## src/rtl/cond_ctrl_pipe_pkg.sv

```systemverilog
`default_nettype none
// ----------------------------------------------------------------------------
// cond_pkg : condition codes, NZCV bit indices and control bundle layouts
// Rev 1.0
// ----------------------------------------------------------------------------
package cond_pkg;

  localparam logic [3:0] COND_EQ = 4'h0;
  localparam logic [3:0] COND_NE = 4'h1;
  localparam logic [3:0] COND_CS = 4'h2;
  localparam logic [3:0] COND_CC = 4'h3;
  localparam logic [3:0] COND_MI = 4'h4;
  localparam logic [3:0] COND_PL = 4'h5;
  localparam logic [3:0] COND_VS = 4'h6;
  localparam logic [3:0] COND_VC = 4'h7;
  localparam logic [3:0] COND_HI = 4'h8;
  localparam logic [3:0] COND_LS = 4'h9;
  localparam logic [3:0] COND_GE = 4'hA;
  localparam logic [3:0] COND_LT = 4'hB;
  localparam logic [3:0] COND_GT = 4'hC;
  localparam logic [3:0] COND_LE = 4'hD;
  localparam logic [3:0] COND_AL = 4'hE;
  localparam logic [3:0] COND_NV = 4'hF;

  localparam int FLAG_N = 3;
  localparam int FLAG_Z = 2;
  localparam int FLAG_C = 1;
  localparam int FLAG_V = 0;

  localparam int CNT_W = 4;

  typedef struct packed {
    logic       regwrite;
    logic       memwrite;
    logic       memtoreg;
    logic       branch;
    logic       pcsrc;
    logic       alusrc;
    logic       mc;
    logic [1:0] flagwrite;
    logic [3:0] cond;
  } ctrl_t;

  typedef struct packed {
    logic regwrite;
    logic memwrite;
    logic memtoreg;
    logic pcsrc;
  } mem_ctrl_t;

  typedef struct packed {
    logic regwrite;
    logic memtoreg;
    logic pcsrc;
  } wb_ctrl_t;

  typedef enum logic [0:0] {
    ST_IDLE = 1'b0,
    ST_BUSY = 1'b1
  } mc_state_e;

endpackage
`default_nettype wire

```

## src/rtl/cond_ctrl_pipe_cond_unit.sv

```systemverilog
`default_nettype none
// ----------------------------------------------------------------------------
// cond_unit : combinational ARM condition-field evaluator against NZCV
// Rev 1.0
// ----------------------------------------------------------------------------
module cond_unit
  import cond_pkg::*;
(
  input  logic [3:0] cond,
  input  logic [3:0] flags,
  output logic       condex
);

  logic n, z, c, v;

  assign n = flags[FLAG_N];
  assign z = flags[FLAG_Z];
  assign c = flags[FLAG_C];
  assign v = flags[FLAG_V];

  always_comb begin
    condex = 1'b0;
    case (cond)
      COND_EQ: condex = z;
      COND_NE: condex = ~z;
      COND_CS: condex = c;
      COND_CC: condex = ~c;
      COND_MI: condex = n;
      COND_PL: condex = ~n;
      COND_VS: condex = v;
      COND_VC: condex = ~v;
      COND_HI: condex = c & ~z;
      COND_LS: condex = ~c | z;
      COND_GE: condex = ~(n ^ v);
      COND_LT: condex = n ^ v;
      COND_GT: condex = ~z & ~(n ^ v);
      COND_LE: condex = z | (n ^ v);
      COND_AL: condex = 1'b1;
      COND_NV: condex = 1'b0;
      default: condex = 1'b0;
    endcase
  end

endmodule
`default_nettype wire

```

## src/rtl/cond_ctrl_pipe.sv

```systemverilog
`default_nettype none
// ----------------------------------------------------------------------------
// cond_ctrl_pipe : D->E->M->W control pipe with condition gating and MC hold
// Rev 1.0
// ----------------------------------------------------------------------------
module cond_ctrl_pipe
  import cond_pkg::*;
#(
  parameter int ALUCTRL_W = 5,
  parameter int SIDE_W    = 4,
  parameter int MC_LAT    = 4
) (
  input  logic                 clk,
  input  logic                 reset,
  input  logic                 valid_d,
  input  logic [3:0]           cond_d,
  input  logic                 regwrite_d,
  input  logic                 memwrite_d,
  input  logic                 memtoreg_d,
  input  logic                 branch_d,
  input  logic                 pcsrc_d,
  input  logic                 alusrc_d,
  input  logic                 mc_d,
  input  logic [1:0]           flagwrite_d,
  input  logic [ALUCTRL_W-1:0] aluctrl_d,
  input  logic [SIDE_W-1:0]    side_d,
  input  logic                 stall_d,
  input  logic                 flush_e,
  input  logic [3:0]           alu_flags_e,
  output logic                 alusrc_e,
  output logic [ALUCTRL_W-1:0] aluctrl_e,
  output logic                 carry_e,
  output logic                 memtoreg_e,
  output logic                 branch_taken_e,
  output logic                 regwrite_m,
  output logic                 memwrite_m,
  output logic                 memtoreg_m,
  output logic                 regwrite_w,
  output logic                 memtoreg_w,
  output logic                 pcsrc_w,
  output logic [SIDE_W-1:0]    side_w,
  output logic [3:0]           flags_q,
  output logic                 mc_busy,
  output logic                 pc_wr_pending_f
);

  ctrl_t                ex_q, ex_d;
  logic [ALUCTRL_W-1:0] ex_alu_q, ex_alu_d;
  logic [SIDE_W-1:0]    ex_side_q, ex_side_d;
  mem_ctrl_t            mem_q, mem_d;
  logic [SIDE_W-1:0]    mem_side_q, mem_side_d;
  wb_ctrl_t             wb_q, wb_d;
  logic [SIDE_W-1:0]    wb_side_q, wb_side_d;
  mc_state_e            state_q, state_d;
  logic [CNT_W-1:0]     cnt_q, cnt_d;
  logic [3:0]           flags_d;
  logic                 condex;
  logic [1:0]           flagwrite_g;

  cond_unit u_cond_unit (
    .cond   (ex_q.cond),
    .flags  (flags_q),
    .condex (condex)
  );

  // mc_busy covers the launch cycle too, so E holds for MC_LAT cycles in total
  always_comb begin
    state_d = state_q;
    cnt_d   = cnt_q;
    mc_busy = 1'b0;
    case (state_q)
      ST_IDLE: begin
        if (ex_q.mc && condex) begin
          state_d = ST_BUSY;
          cnt_d   = CNT_W'(MC_LAT - 2);
          mc_busy = 1'b1;
        end
      end
      ST_BUSY: begin
        if (cnt_q == '0) begin
          state_d = ST_IDLE;
        end else begin
          cnt_d   = cnt_q - 1'b1;
          mc_busy = 1'b1;
        end
      end
      default: state_d = ST_IDLE;
    endcase
  end

  assign flagwrite_g = ex_q.flagwrite & {2{condex}};

  always_comb begin
    ex_d      = ex_q;
    ex_alu_d  = ex_alu_q;
    ex_side_d = ex_side_q;
    if (!mc_busy) begin
      ex_d      = '0;
      ex_alu_d  = '0;
      ex_side_d = '0;
      if (valid_d && !stall_d && !flush_e) begin
        ex_d.regwrite  = regwrite_d;
        ex_d.memwrite  = memwrite_d;
        ex_d.memtoreg  = memtoreg_d;
        ex_d.branch    = branch_d;
        ex_d.pcsrc     = pcsrc_d;
        ex_d.alusrc    = alusrc_d;
        ex_d.mc        = mc_d;
        ex_d.flagwrite = flagwrite_d;
        ex_d.cond      = cond_d;
        ex_alu_d       = aluctrl_d;
        ex_side_d      = side_d;
      end
    end
  end

  always_comb begin
    mem_d      = '0;
    mem_side_d = '0;
    flags_d    = flags_q;
    if (!mc_busy) begin
      mem_d.regwrite = ex_q.regwrite & condex;
      mem_d.memwrite = ex_q.memwrite & condex;
      mem_d.memtoreg = ex_q.memtoreg;
      mem_d.pcsrc    = ex_q.pcsrc & condex;
      mem_side_d     = ex_side_q;
      if (flagwrite_g[1]) begin
        flags_d[FLAG_N] = alu_flags_e[FLAG_N];
        flags_d[FLAG_Z] = alu_flags_e[FLAG_Z];
      end
      if (flagwrite_g[0]) begin
        flags_d[FLAG_C] = alu_flags_e[FLAG_C];
        flags_d[FLAG_V] = alu_flags_e[FLAG_V];
      end
    end
    wb_d.regwrite = mem_q.regwrite;
    wb_d.memtoreg = mem_q.memtoreg;
    wb_d.pcsrc    = mem_q.pcsrc;
    wb_side_d     = mem_side_q;
  end

  always_ff @(posedge clk) begin
    if (reset) begin
      ex_q       <= '0;
      ex_alu_q   <= '0;
      ex_side_q  <= '0;
      mem_q      <= '0;
      mem_side_q <= '0;
      wb_q       <= '0;
      wb_side_q  <= '0;
      state_q    <= ST_IDLE;
      cnt_q      <= '0;
      flags_q    <= '0;
    end else begin
      ex_q       <= ex_d;
      ex_alu_q   <= ex_alu_d;
      ex_side_q  <= ex_side_d;
      mem_q      <= mem_d;
      mem_side_q <= mem_side_d;
      wb_q       <= wb_d;
      wb_side_q  <= wb_side_d;
      state_q    <= state_d;
      cnt_q      <= cnt_d;
      flags_q    <= flags_d;
    end
  end

  assign alusrc_e        = ex_q.alusrc;
  assign aluctrl_e       = ex_alu_q;
  assign carry_e         = flags_q[FLAG_C];
  assign memtoreg_e      = ex_q.memtoreg;
  assign branch_taken_e  = ex_q.branch & condex;
  assign regwrite_m      = mem_q.regwrite;
  assign memwrite_m      = mem_q.memwrite;
  assign memtoreg_m      = mem_q.memtoreg;
  assign regwrite_w      = wb_q.regwrite;
  assign memtoreg_w      = wb_q.memtoreg;
  assign pcsrc_w         = wb_q.pcsrc;
  assign side_w          = wb_side_q;
  assign pc_wr_pending_f = (pcsrc_d & valid_d) | ex_q.pcsrc | mem_q.pcsrc;

endmodule
`default_nettype wire

```

## config.mk

```make
export PLATFORM = sky130hd
export DESIGN_NAME = cond_ctrl_pipe
export DESIGN_NICKNAME = d
export VERILOG_FILES = /design/src/rtl/cond_ctrl_pipe_pkg.sv /design/src/rtl/cond_ctrl_pipe_cond_unit.sv /design/src/rtl/cond_ctrl_pipe.sv
export SDC_FILE = /design/constraint.sdc
export NUM_CORES = 1
export LEC_CHECK = 0
export BUFFER_PORTS_ARGS = -buffer_cell sky130_fd_sc_hd__buf_2
export CAP_MARGIN = 25
export CORE_AREA = 2 2 77 64
export CTS_CLUSTER_DIAMETER = 50
export DETAILED_ROUTE_END_ITERATION = 7
export DIE_AREA = 0 0 79 66
export PLACE_DENSITY = 0.76
export SKIP_LAST_GASP = 1
export SLEW_MARGIN = 10
export SYNTH_ARGS = -nofsm -noshare
export SYNTH_HDL_FRONTEND = slang
export SYNTH_SLANG_ARGS = --single-unit
```

## constraint.sdc

```tcl
create_clock -name clk -period 2.9 [get_ports clk]
set_clock_uncertainty 0.05 [all_clocks]
set_input_delay 0.145 -clock clk [delete_from_list [all_inputs] [get_ports clk]]
set_output_delay 0.145 -clock clk [all_outputs]
set_load 0.1 [all_outputs]
```

==> summary.txt <==
Clock network
  • Clock sinks: 46
  • Post-CTS Setup Bufs: 0
  • Clk buf depth: 2
  • TritonCTS clock tree: built
  • Post-cts sizing count: 0
  • Clock insertion delay at the later pin of the skew report: 0.30 ns
  • H-Tree Depth: 2
  • Worst-path clk slew: 0.09 ns
  • Root Buffer: clkbuf_8
  • Hold Buf Count CTS: 0
  • TritonCTS Buffers: 5

Final layout
  • Layout area overhead: 19.9%
  • # nets final: 278
  • Filler-free cell count of the finished design: 307
  • Final core occ: 52.1%
  • Ant diodes: 0
  • Seq. cell area: 921 um2
  • Fillers: 425
  • Commonest cells after routing, fill and taps aside: 55 x buf_2, 46 x dfxtp_1, 25 x nand2b_1
  • Commonest non-fill, non-tap cell in the layout: buf_2
  • Multi-input gate area in the final layout: 911 um2
  • Share of post-route cells with drive strength above 1: 29.6%
  • Finished layout cell area: 2320 um2

Route
  • Drt via density: 4.92
  • Met2 WL: 1770 um
  • Metal3 WL: 252 um
  • Via count: 1511
  • WL/cell: 12.7 um
  • Max Used Layer: met4
  • Antenna Nets Post-Route: 0
  • Number of DRC markers in iteration 0: 70
  • Final wirelength: 3910 um
  • M1 WL: 1820 um
  • DRC viols: 0
  • 1st-pass router iterations: 5

Power
  • Worst IR Drop VDD: 0.000287 V
  • Power per Cell Area: 480 nW/um2
  • Total power: 1.12 mW
  • P_leak: 1.01 nW

STA
  • Fin Setup TNS: 0 ns
  • Hold Vio Cnt, Final: 0
  • Pins over their slew limit: 0
  • Rel. slew slack: 58.2%
  • Minimum clock period: 2.72 ns
  • Slew of the pin with the lowest slew margin: 0.625 ns
  • Final Setup Violations: 0
  • FMAX: 367 MHz
  • RSZ-0062 raised after global routing: false
  • Final period util: 94.0%

Place
  • DP HPWL: 2730 um
  • Cells after DPL: 299
  • Routability cong.: 0.748
  • Post-DP Area: 2230 um2
  • IO Port Bufs: 55

Die
  • Die area: 5210 um2
  • Initial Utilization: 43.4%
  • Die Span X: 79 um
  • Vert. Die Dim: 66 um
  • Core ar.: 4460 um2
  • Rows: 22
  • I/O pins: 56

Synth
  • Ys Warns: 0
  • Cell Area, Synth: 1940 um2
  • Register area share after synthesis: 47.5%
  • Top_reg_cell synth: dfxtp_1
  • Syn avg cell area: 9.93 um2
  • Asr flop ratio synth: 0%
  • Post-synth EDFFs: 0
  • Mapped Nets: 227
  • Seq cells post-synth: 46
  • Distinct cells, synth: 37
  • Post-Syn Instances: 195

Setup path
  • Crit end category: output port
  • Crit path launch type: register
  • CP Class: register to output port
  • Required time of the critical path: 2.71 ns
  • Arr. time, crit path: 2.53 ns
  • Max FO, Critical Path: 14

Run status
  • Outcome: finished, final reports clean

Global route
  • Vias in the first global route: 1509
  • Largest net degree at the start of global routing: 36
  • Gr usage total: 16.4%
  • Initial antenna violation count: 0
  • Global route overflow: 0
  • First-pass GRT wire length: 6650 um

Min path
  • Worst Hold Class: primary input to register

Run
  • Number of max-cap violations: 0
[report_power, final]
group	leakage, nW	internal (mW)	switching, mW
clock	0.0408	0.172	0.225
sequential	0.371	0.637	0.00432
combinational	0.594	0.0306	0.0463
[stage by stage]
step                hold slack [ns]  worst slack [ns]
finish                       0.0273             0.175
detailed placement            0.337             0.495
floorplan                     0.234            0.0437
global route                 0.0201            0.0424
global placement              0.338             0.553
CTS                          0.0160             0.166
[Yosys cell counts, types with 2 or more instances]
master / instances / share of area (%)
or3b_2: 2 / 0.90
xnor2_1: 3 / 1.4
nand2b_1: 25 / 8.1
dfxtp_1: 46 / 48
nor2b_1: 9 / 2.9
o21ai_0: 3 / 0.77
nor4b_1: 2 / 0.90
nor2_1: 13 / 2.5
a32o_1: 8 / 4.1
a21oi_1: 3 / 0.77
mux2i_1: 20 / 10
buf_6: 4 / 2.3
a31oi_1: 2 / 0.65
clkbuf_1: 7 / 1.4
buf_2: 2 / 0.52
nand2_1: 19 / 3.7
nand4b_1: 2 / 0.90
a211oi_1: 2 / 0.77
inv_1: 5 / 0.97
[path summary, 6_finish.rpt]
kind / endpoint / startpoint / depth (start not counted) / slack [ns]
hold / removal: aluctrl_e[4] / aluctrl_d[4] / 3 / 0.03
setup reg to reg: ex_side_q[2] / ex_q[0] / 7 / 0.47
hold reg to reg: side_w[3] / mem_side_q[3] / 1 / 0.39
setup / recovery: mc_busy / ex_q[0] / 7 / 0.18
[routing by layer]
metal  vias up  global-route usage [%]
met4         0                    5.82
met3         6                    6.28
li1        774                       -
met2        40                    26.4
met1       691                    20.2
met5         -                       0
[state kept, by name, summed over array words and instances (netlist names)]
register,cells
aluctrl_e,5
alusrc_e,1
cnt_q,4
ex_q,11
ex_side_q,4
flags_q,4
mem_q,1
mem_side_q,4
memtoreg_e,1
memtoreg_m,1
memtoreg_w,1
memwrite_m,1
pcsrc_w,1
regwrite_m,1
regwrite_w,1
side_w,4
state_q,1
[worst max-delay path, stage by stage, from the launching register on]
cell and delay (ns):
dfxtp_1 0.54, and3b_1 0.22, a31o_1 0.18, a221o_1 0.32, a2111o_1 0.41, nand2b_1 0.15, inv_4 0.12, buf_2 0.31
[layout make-up]
cell class                      instances  area share, %
Timing Repair Buffer                   58           12.8
Sequential cell                        46           39.7
Tap cell                               60           3.23
Inverter                                6           1.08
Clock buffer                            5           2.96
Multi-Input combinational cell        129           39.2
Clock inverter                          3           1.02
[logic make-up (layout without fill, tap and decap cells)]
family | count (synthesis) | in the layout | synth area share [%]
compound gates | 28 | 28 | 12.0
xor+xnor | 3 | 3 | 1.36
fa+ha+maj | 1 | 1 | 0.646
buf+inv | 20 | 72 | 5.88
flops | 46 | 46 | 47.5
mux | 20 | 20 | 10.3
simple gates | 77 | 77 | 22.2
Power figures use the tool's default switching activity.
